## config.mk

```make
export PLATFORM = sky130hd
export DESIGN_NAME = bin_to_bcd_par
export DESIGN_NICKNAME = d
export VERILOG_FILES = /design/src/rtl/bin_to_bcd_par.sv
export SDC_FILE = /design/constraint.sdc
export NUM_CORES = 1
export LEC_CHECK = 0
export BUFFER_PORTS_ARGS = -buffer_cell sky130_fd_sc_hd__buf_2
export CORE_MARGIN = 5
export CORE_UTILIZATION = 58
export CTS_CLUSTER_DIAMETER = 200
export DETAILED_ROUTE_END_ITERATION = 16
export PLACE_DENSITY = 0.76
export SETUP_SLACK_MARGIN = 0.02
export SLEW_MARGIN = 10
export SYNTH_ARGS = -nofsm -noshare
export SYNTH_HDL_FRONTEND = slang
export SYNTH_SLANG_ARGS = --single-unit
```

## constraint.sdc

```tcl
create_clock -name clk -period 4.02 [get_ports clk]
set_clock_uncertainty 0.2 [all_clocks]
set_input_delay 0.402 -clock clk [delete_from_list [all_inputs] [get_ports clk]]
set_output_delay 0.402 -clock clk [all_outputs]
set_load 0.01 [all_outputs]
```

## src/rtl/bin_to_bcd_par.sv

```systemverilog
// bin_to_bcd_par: sequential binary-to-BCD converter (double-dabble, one bit per clock).
// Ports:
//   clk      - clock, rising edge
//   rst      - asynchronous active-high reset
//   st       - start strobe; sgn and Dbin are sampled with it while idle
//   sgn      - 0: Dbin is unsigned, 1: Dbin is two's complement
//   Dbin     - binary operand, NBIN bits
//   Ddec     - packed BCD result, digit i at [4i+3:4i]
//   neg      - result sign (negative operand in signed mode)
//   ovf      - magnitude did not fit in NDIG digits
//   ptr_dig  - index of most significant nonzero digit (NDIG-1 on overflow)
//   busy     - conversion in progress
//   done     - one-cycle pulse when the result outputs update
module bin_to_bcd_par #(
    parameter int unsigned NBIN = 27,
    parameter int unsigned NDIG = 8
) (
    input  logic                clk,
    input  logic                rst,
    input  logic                st,
    input  logic                sgn,
    input  logic [NBIN-1:0]     Dbin,
    output logic [4*NDIG-1:0]   Ddec,
    output logic                neg,
    output logic                ovf,
    output logic [3:0]          ptr_dig,
    output logic                busy,
    output logic                done
);

    localparam int unsigned BW = 4 * NDIG;
    localparam int unsigned CW = $clog2(NBIN + 1);

    typedef enum logic [1:0] {
        IDLE = 2'd0,
        CONV = 2'd1,
        DONE = 2'd2
    } state_t;

    state_t          state_q;
    state_t          state_d;
    logic            load_c;
    logic            shift_c;
    logic            finish_c;

    logic [BW-1:0]   acc_q;
    logic [NBIN-1:0] mag_q;
    logic [CW-1:0]   cnt_q;
    logic            ovf_q;
    logic            neg_q;

    logic [NBIN-1:0] mag_in_c;
    logic            neg_in_c;
    logic [BW-1:0]   adj_c;
    logic [3:0]      ptr_c;

    // State register
    always_ff @(posedge clk or posedge rst) begin
        if (rst) begin
            state_q <= IDLE;
        end else begin
            state_q <= state_d;
        end
    end

    // Next-state and control strobes
    always_comb begin
        state_d  = state_q;
        load_c   = 1'b0;
        shift_c  = 1'b0;
        finish_c = 1'b0;
        case (state_q)
            IDLE: begin
                if (st) begin
                    load_c  = 1'b1;
                    state_d = CONV;
                end
            end
            CONV: begin
                shift_c = 1'b1;
                if (cnt_q == CW'(1)) begin
                    state_d = DONE;
                end
            end
            DONE: begin
                finish_c = 1'b1;
                state_d  = IDLE;
            end
            default: begin
                state_d = IDLE;
            end
        endcase
    end

    // Operand magnitude and sign; the most negative value negates to itself,
    // which read as unsigned is exactly 2^(NBIN-1)
    always_comb begin
        neg_in_c = sgn & Dbin[NBIN-1];
        mag_in_c = neg_in_c ? (~Dbin + NBIN'(1)) : Dbin;
    end

    // Add-3 correction on every digit >= 5 ahead of the shift
    always_comb begin
        adj_c = acc_q;
        for (int unsigned i = 0; i < NDIG; i++) begin
            if (acc_q[4*i +: 4] >= 4'd5) begin
                adj_c[4*i +: 4] = acc_q[4*i +: 4] + 4'd3;
            end
        end
    end

    // Most significant nonzero digit of the finished accumulator
    always_comb begin
        ptr_c = 4'd0;
        for (int unsigned i = 0; i < NDIG; i++) begin
            if (acc_q[4*i +: 4] != 4'd0) begin
                ptr_c = 4'(i);
            end
        end
        if (ovf_q) begin
            ptr_c = 4'(NDIG - 1);
        end
    end

    // Datapath and registered outputs
    always_ff @(posedge clk or posedge rst) begin
        if (rst) begin
            acc_q   <= '0;
            mag_q   <= '0;
            cnt_q   <= '0;
            ovf_q   <= 1'b0;
            neg_q   <= 1'b0;
            Ddec    <= '0;
            neg     <= 1'b0;
            ovf     <= 1'b0;
            ptr_dig <= 4'd0;
            busy    <= 1'b0;
            done    <= 1'b0;
        end else begin
            busy <= (state_d != IDLE);
            done <= finish_c;
            if (load_c) begin
                acc_q <= '0;
                mag_q <= mag_in_c;
                cnt_q <= CW'(NBIN);
                ovf_q <= 1'b0;
                neg_q <= neg_in_c;
            end
            if (shift_c) begin
                // Bit leaving the top digit means the value reached 10^NDIG
                acc_q <= {adj_c[BW-2:0], mag_q[NBIN-1]};
                mag_q <= {mag_q[NBIN-2:0], 1'b0};
                cnt_q <= cnt_q - CW'(1);
                ovf_q <= ovf_q | adj_c[BW-1];
            end
            if (finish_c) begin
                Ddec    <= acc_q;
                neg     <= neg_q;
                ovf     <= ovf_q;
                ptr_dig <= ptr_c;
            end
        end
    end

endmodule

```

### Yosys cells after proc, flatten, opt, wreduce, memory -nomap -nowiden

Index checks and enable logic that the tools add are counted.

| word-level totals | value |
|---|---|
| bits in registers | 108 |
| input bits | 31 |

| operators by class | value |
|---|---|
| $add $sub $neg | 10 |
| order comparisons | 8 |
| eq/ne operators | 3 |
| muxes and demuxes | 32 |
| bitwise logic cells | 3 |
| reductions and logical operators | 10 |

Operators with widths:

| cell | number |
|---|---|
| 2-to-1 mux 27 bit | 3 |
| 2-to-1 mux 32 bit | 2 |
| 2-to-1 mux 4 bit | 15 |
| adder 4 x 2 -> 4 bit, second input constant | 8 |
| >= comparator 4 x 3 -> 1 bit, second input constant | 8 |
| nonzero test 4 bit | 7 |
| adder 27 x 1 -> 27 bit, second input constant | 1 |
| NOT 27 bit | 1 |
| 2-to-1 mux 5 bit | 2 |
| 2-to-1 mux 1 bit | 7 |
| equality test 5 x 1 -> 1 bit, second input constant | 1 |
| subtractor 5 x 1 -> 5 bit, second input constant | 1 |
| 2-to-1 mux 2 bit | 2 |
| one-hot mux 2 bit (2 select lines) | 1 |
| nonzero test 2 bit | 2 |
| equality test 2 x 1 -> 1 bit, second input constant | 1 |
| equality test 2 bit, second input constant | 1 |
| logical NOT 2 bit | 1 |
| bitwise AND 1 bit | 1 |
| bitwise OR 1 bit | 1 |

### Logic depth before layout (Yosys ltp)

| logic depth | value |
|---|---|
| word-level depth | 9 |
| gate-level depth with buffers | 7 |

### Worst setup path after synthesis

OpenSTA, ideal clock, no wires.

| timing path | value |
|---|---|
| path kind | input port to flip-flop |
| from | input Dbin[13] |
| to | register mag_q[26] |
| library setup time | 76 ps |
| data arrival time | 2040 ps |
| data required time | 3744 ps |
| path slack | 1703 ps |
| stages | 6 |
| path buffers | 1 |
| cell sequence | or4_4 or3_1 buf_2 or3_1 o31a_1 o21ai_1 |

| on the way | value |
|---|---|
| cells in the longest elaborated chain, start to end | 5 |

RTL lines:

| item | line | text |
|---|---|---|
| start, declared | 22 | `input logic [NBIN-1:0] Dbin,` |
| NOT 27 bit | 99 | `mag_in_c = neg_in_c ? (~Dbin + NBIN'(1)) : Dbin;` |
| adder 27 x 1 -> 27 bit | 99 |  |
| 2-to-1 mux 27 bit | 99 |  |
| 2-to-1 mux 27 bit | 142 | `if (load_c) begin` |
| 2-to-1 mux 27 bit | 149 | `if (shift_c) begin` |
| end signal, assigned | 144 | `mag_q <= mag_in_c;` |
| end signal, assigned | 152 | `mag_q <= {mag_q[NBIN-2:0], 1'b0};` |
| end, declared | 47 | `logic [NBIN-1:0] mag_q;` |

No other way between the ends. The select of a mux whose other input is x is not followed.
A chain may end at the register's enable or synchronous reset.

### Final worst setup path

| timing path | value |
|---|---|
| from | register state_q[1] |
| to | register acc_q[7] |

| on the way | value |
|---|---|
| cells in the longest elaborated chain, start to end | 3 |
| elaborated cells between the ends (all ways) | 6 |

RTL lines:

| item | line | text |
|---|---|---|
| start, declared | 40 | `state_t state_q;` |
| start signal, assigned | 62 | `state_q <= state_d;` |
| equality test 2 x 1 -> 1 bit or logical NOT 2 bit (tied branches) | 72 | `case (state_q)` |
| 2-to-1 mux 1 bit | 72 |  |
| 2-to-1 mux 32 bit or nonzero test 2 bit (tied branches) | - |  |
| end signal, assigned | 151 | `acc_q <= {adj_c[BW-2:0], mag_q[NBIN-1]};` |
| end, declared | 46 | `logic [BW-1:0] acc_q;` |

Several ways; a longest one is shown, not always the timed one.

==> flow_metrics.tcl <==
set metrics [dict create \
    status "completed" \
    synth_seq_area_share 0.501 \
    grt_pass1_wl_um 20200 \
    post-route-min-period_ns 2.41 \
    rsz0062_at_grt "false" \
    totalWireLength_um 11600 \
    fmax_mhz 415 \
    clk_latency_ns 0.36 \
    grt_pass1_vias 4293 \
    post-route-drc-count 0 \
    worstSetupPathType "flip-flop to flip-flop" \
    antenna_cells 0 \
    ys.warnings.count 0 \
    synth.most_common_cell "dfrtp_1" \
    grt_start_max_net_pins 59 \
    drt-vias-per-instance 5.76 \
    hold_class "input port to flip-flop" \
    whs_path_depth 3 \
    synth_edf_count 0 \
    maxCapViolations 0 \
    cts_buffers 9 \
    min_to "mag_q[26]$_DFFE_PP0P_" \
    stdcell_count 744 \
    regToRegEndpoint "acc_q[7]$_DFFE_PP0P_" \
    post-dp-hpwl_um 8260 \
    clock_sinks 107 \
    met1_usage 0.288 \
    synth_area_um2 5350 \
    synth_area_leaders "dfrtp_1, nand2_1, o21ai_0" \
    worstRegToRegCells 4 \
    synthToLayoutAreaGrowth_pct 11.9 \
    cts_setup_buffers 0 \
    io_buffers 69 \
    grtUsageMet3 0.0316 \
    end_kind "flip-flop" \
    synth-seq-cells 107 \
    tns_ns 0 \
    synth-main-ff-cell "dfrtp_1" \
    crit_start "state_q[1]$_DFF_PP0_" \
    hold_buffers 1 \
    synth_cell_type_count 40 \
    grt.overflow.total 0 \
    timing.hold.worst.start "Dbin[26]" \
    clk_pin_slew_ns 0.10 \
    finalWeightedCongestion 0.885 \
    antenna_left 0 \
    path_max_fanout 24 \
    syn_area_per_cell_um2 9.34 \
    setup-violations-final 0 \
    hold_viol_final 0 \
    min_period_over_period 0.599 \
    intPower_w 0.00261 \
    synth_commonest_cells "dfrtp_1, nand2_1, o21ai_0, a21oi_1, clkbuf_1" \
    peakVddDrop_uv 246 \
    synth_top_cell_area_share 0.501 \
    cts-root-buf "clkbuf_8" \
    rows 35 \
    stdcell_area_um2 5980 \
    dieHeight_um 106 \
    drt-pass1-iter-count 5 \
    initial_core_util 0.587 \
    clockBufferDepth 2 \
    antenna_found_initial 0 \
    grt_use_met2 0.377 \
    p_seq_frac 0.430 \
    ctsHtreeMaxLevel 3 \
    crit_required_ns 4.08 \
    first_iter_violations 278 \
    placed_cells 727 \
    synthArstFlopShare 1.00 \
    slew_headroom 0.349 \
    placed_area_um2 5760 \
    power_leakage_nw 2.76 \
    syn-num-nets 623 \
    rrSetupSlack_ns 1.61 \
    grt-busiest-layer "met2" \
    power_density_nw_per_um2 730 \
    final_nets 679 \
    n_fill_cell 746 \
    worstPathArrival_ns 2.46 \
    die-area_um2 11200 \
    cts_tree "yes" \
    cts_repair_resize_count 0 \
    worstMarginPinSlew_ns 0.975 \
    io_pins 71 \
    fp.dieW_um 106 \
    wire_per_inst_um 15.6 \
    drive_above_1_share 0.152 \
    start_kind "flip-flop" \
    vias 4285 \
    p_sw_w 0.00176 \
    r2r-start "state_q[1]$_DFF_PP0_" \
    swShare 0.402 \
    syn_inst 572 \
    clkPwrFrac 0.158 \
    report.final.slew_viol_count 0 \
    track_usage 0.218 \
    yosys.area.top_type "dfrtp_1" \
    core_area_um2 9110 \
    combPwrFrac 0.412 \
]
## power groups by stage
stage / registers, W / logic (W) / clock network, W
floorplan: 0.00189 / 0.00124 / 0
CTS: 0.00188 / 0.00181 / 0.000708
detailed placement: 0.00190 / 0.00180 / 0
global placement: 0.00188 / 0.00171 / 0
global route: 0.00195 / 0.00204 / 0.000750
finish: 0.00188 / 0.00180 / 0.000690
## worst max-delay path, cell delays in order, from the launching register on
cell	delay, ns
dfrtp_1	0.47
or2_2	0.52
inv_1	0.68
o31ai_1	0.18
a32o_1	0.25
## how the worst max path moves through the flow
stage / end / slack (ns) / cells after the start
2_1_floorplan: Ddec[0]$_DFFE_PP0P_ / 0.60 / 1
3_3_place_gp: mag_q[26]$_DFFE_PP0P_ / 1.54 / 8
3_5_place_dp: mag_q[26]$_DFFE_PP0P_ / 1.45 / 8
4_1_cts: acc_q[7]$_DFFE_PP0P_ / 1.65 / 4
5_1_grt: acc_q[11]$_DFFE_PP0P_ / 1.51 / 4
6_report: acc_q[7]$_DFFE_PP0P_ / 1.61 / 4
## routing by layer
metal | share of wire | routed length (µm)
met5 | 0 | 0
met1 | 0.44 | 5160
met2 | 0.50 | 5820
met4 | 0.011 | 123
met3 | 0.045 | 529
## cell families after synthesis
group                    count (synthesis)  share of synthesized area
AND/OR/NAND/NOR                        180                      0.155
buffers and inverters                   57                     0.0410
flip-flops                             107                      0.501
AO/OA/AOI/OAI                          170                      0.195
adder cells (fa/ha/maj)                 20                     0.0468
other                                    1                   0.000702
XOR/XNOR                                37                     0.0606
## flip-flops by register name (all words and copies together) (netlist names)
register and flops:
ovf 1, busy 1, neg_q 1, ptr_dig 3, neg 1, acc_q 32
ovf_q 1, cnt_q 5, Ddec 32, mag_q 27, done 1, state_q 2
## layout make-up
type | instances | area (µm²) | area share
clock buffers | 11 | 151 | 0.0253
clock inverters | 5 | 60.1 | 0.0100
inverters | 25 | 96.3 | 0.0161
multi-input cells | 408 | 2450 | 0.410
flip-flops and latches | 107 | 2680 | 0.448
well taps | 111 | 139 | 0.0232
repair buffers | 77 | 408 | 0.0682
## cells in the final DEF (no fill, tap or decap), types with 2 or more instances in the layout
| master | synthesis | final |
|---|---|---|
| nand2b_1 | 10 | 10 |
| nand3_1 | 18 | 18 |
| dfrtp_1 | 107 | 107 |
| a21oi_1 | 31 | 31 |
| nor2_1 | 25 | 25 |
| nor4b_1 | 3 | 3 |
| o32ai_1 | 3 | 3 |
| buf_4 | 1 | 7 |
| buf_2 | 1 | 69 |
| a32o_1 | 8 | 8 |
| xnor2_1 | 23 | 23 |
| o21ai_0 | 68 | 68 |
| or3_1 | 5 | 5 |
| xor2_1 | 14 | 14 |
| o31ai_1 | 16 | 16 |
| nor3b_1 | 9 | 9 |
| and3_1 | 2 | 2 |
| o22a_1 | 2 | 2 |
| inv_1 | 25 | 24 |
| clkbuf_8 | 0 | 11 |
| nor4_1 | 3 | 3 |
| a31oi_1 | 6 | 6 |
| a221o_1 | 2 | 2 |
| nor3_1 | 5 | 5 |
| and2_1 | 3 | 3 |
| nand2_1 | 92 | 92 |
| a22oi_1 | 20 | 20 |
| ha_1 | 20 | 20 |
| o22ai_1 | 10 | 10 |
## per-stage QoR
| step | total power [W] | hold slack [ns] | util | setup slack, ns |
|---|---|---|---|---|
| 6_report | 0.00437 | 0.103 | 0.657 | 1.61 |
| 3_3_place_gp | 0.00358 | 0.246 | 0.633 | 1.54 |
| 2_1_floorplan | 0.00314 | 0.239 | - | 0.601 |
| 4_1_cts | 0.00440 | 0.0848 | 0.657 | 1.65 |
| 5_1_grt | 0.00474 | 0.0912 | 0.657 | 1.51 |
| 3_5_place_dp | 0.00370 | 0.258 | 0.633 | 1.45 |
(Power assumes the default switching activity.)
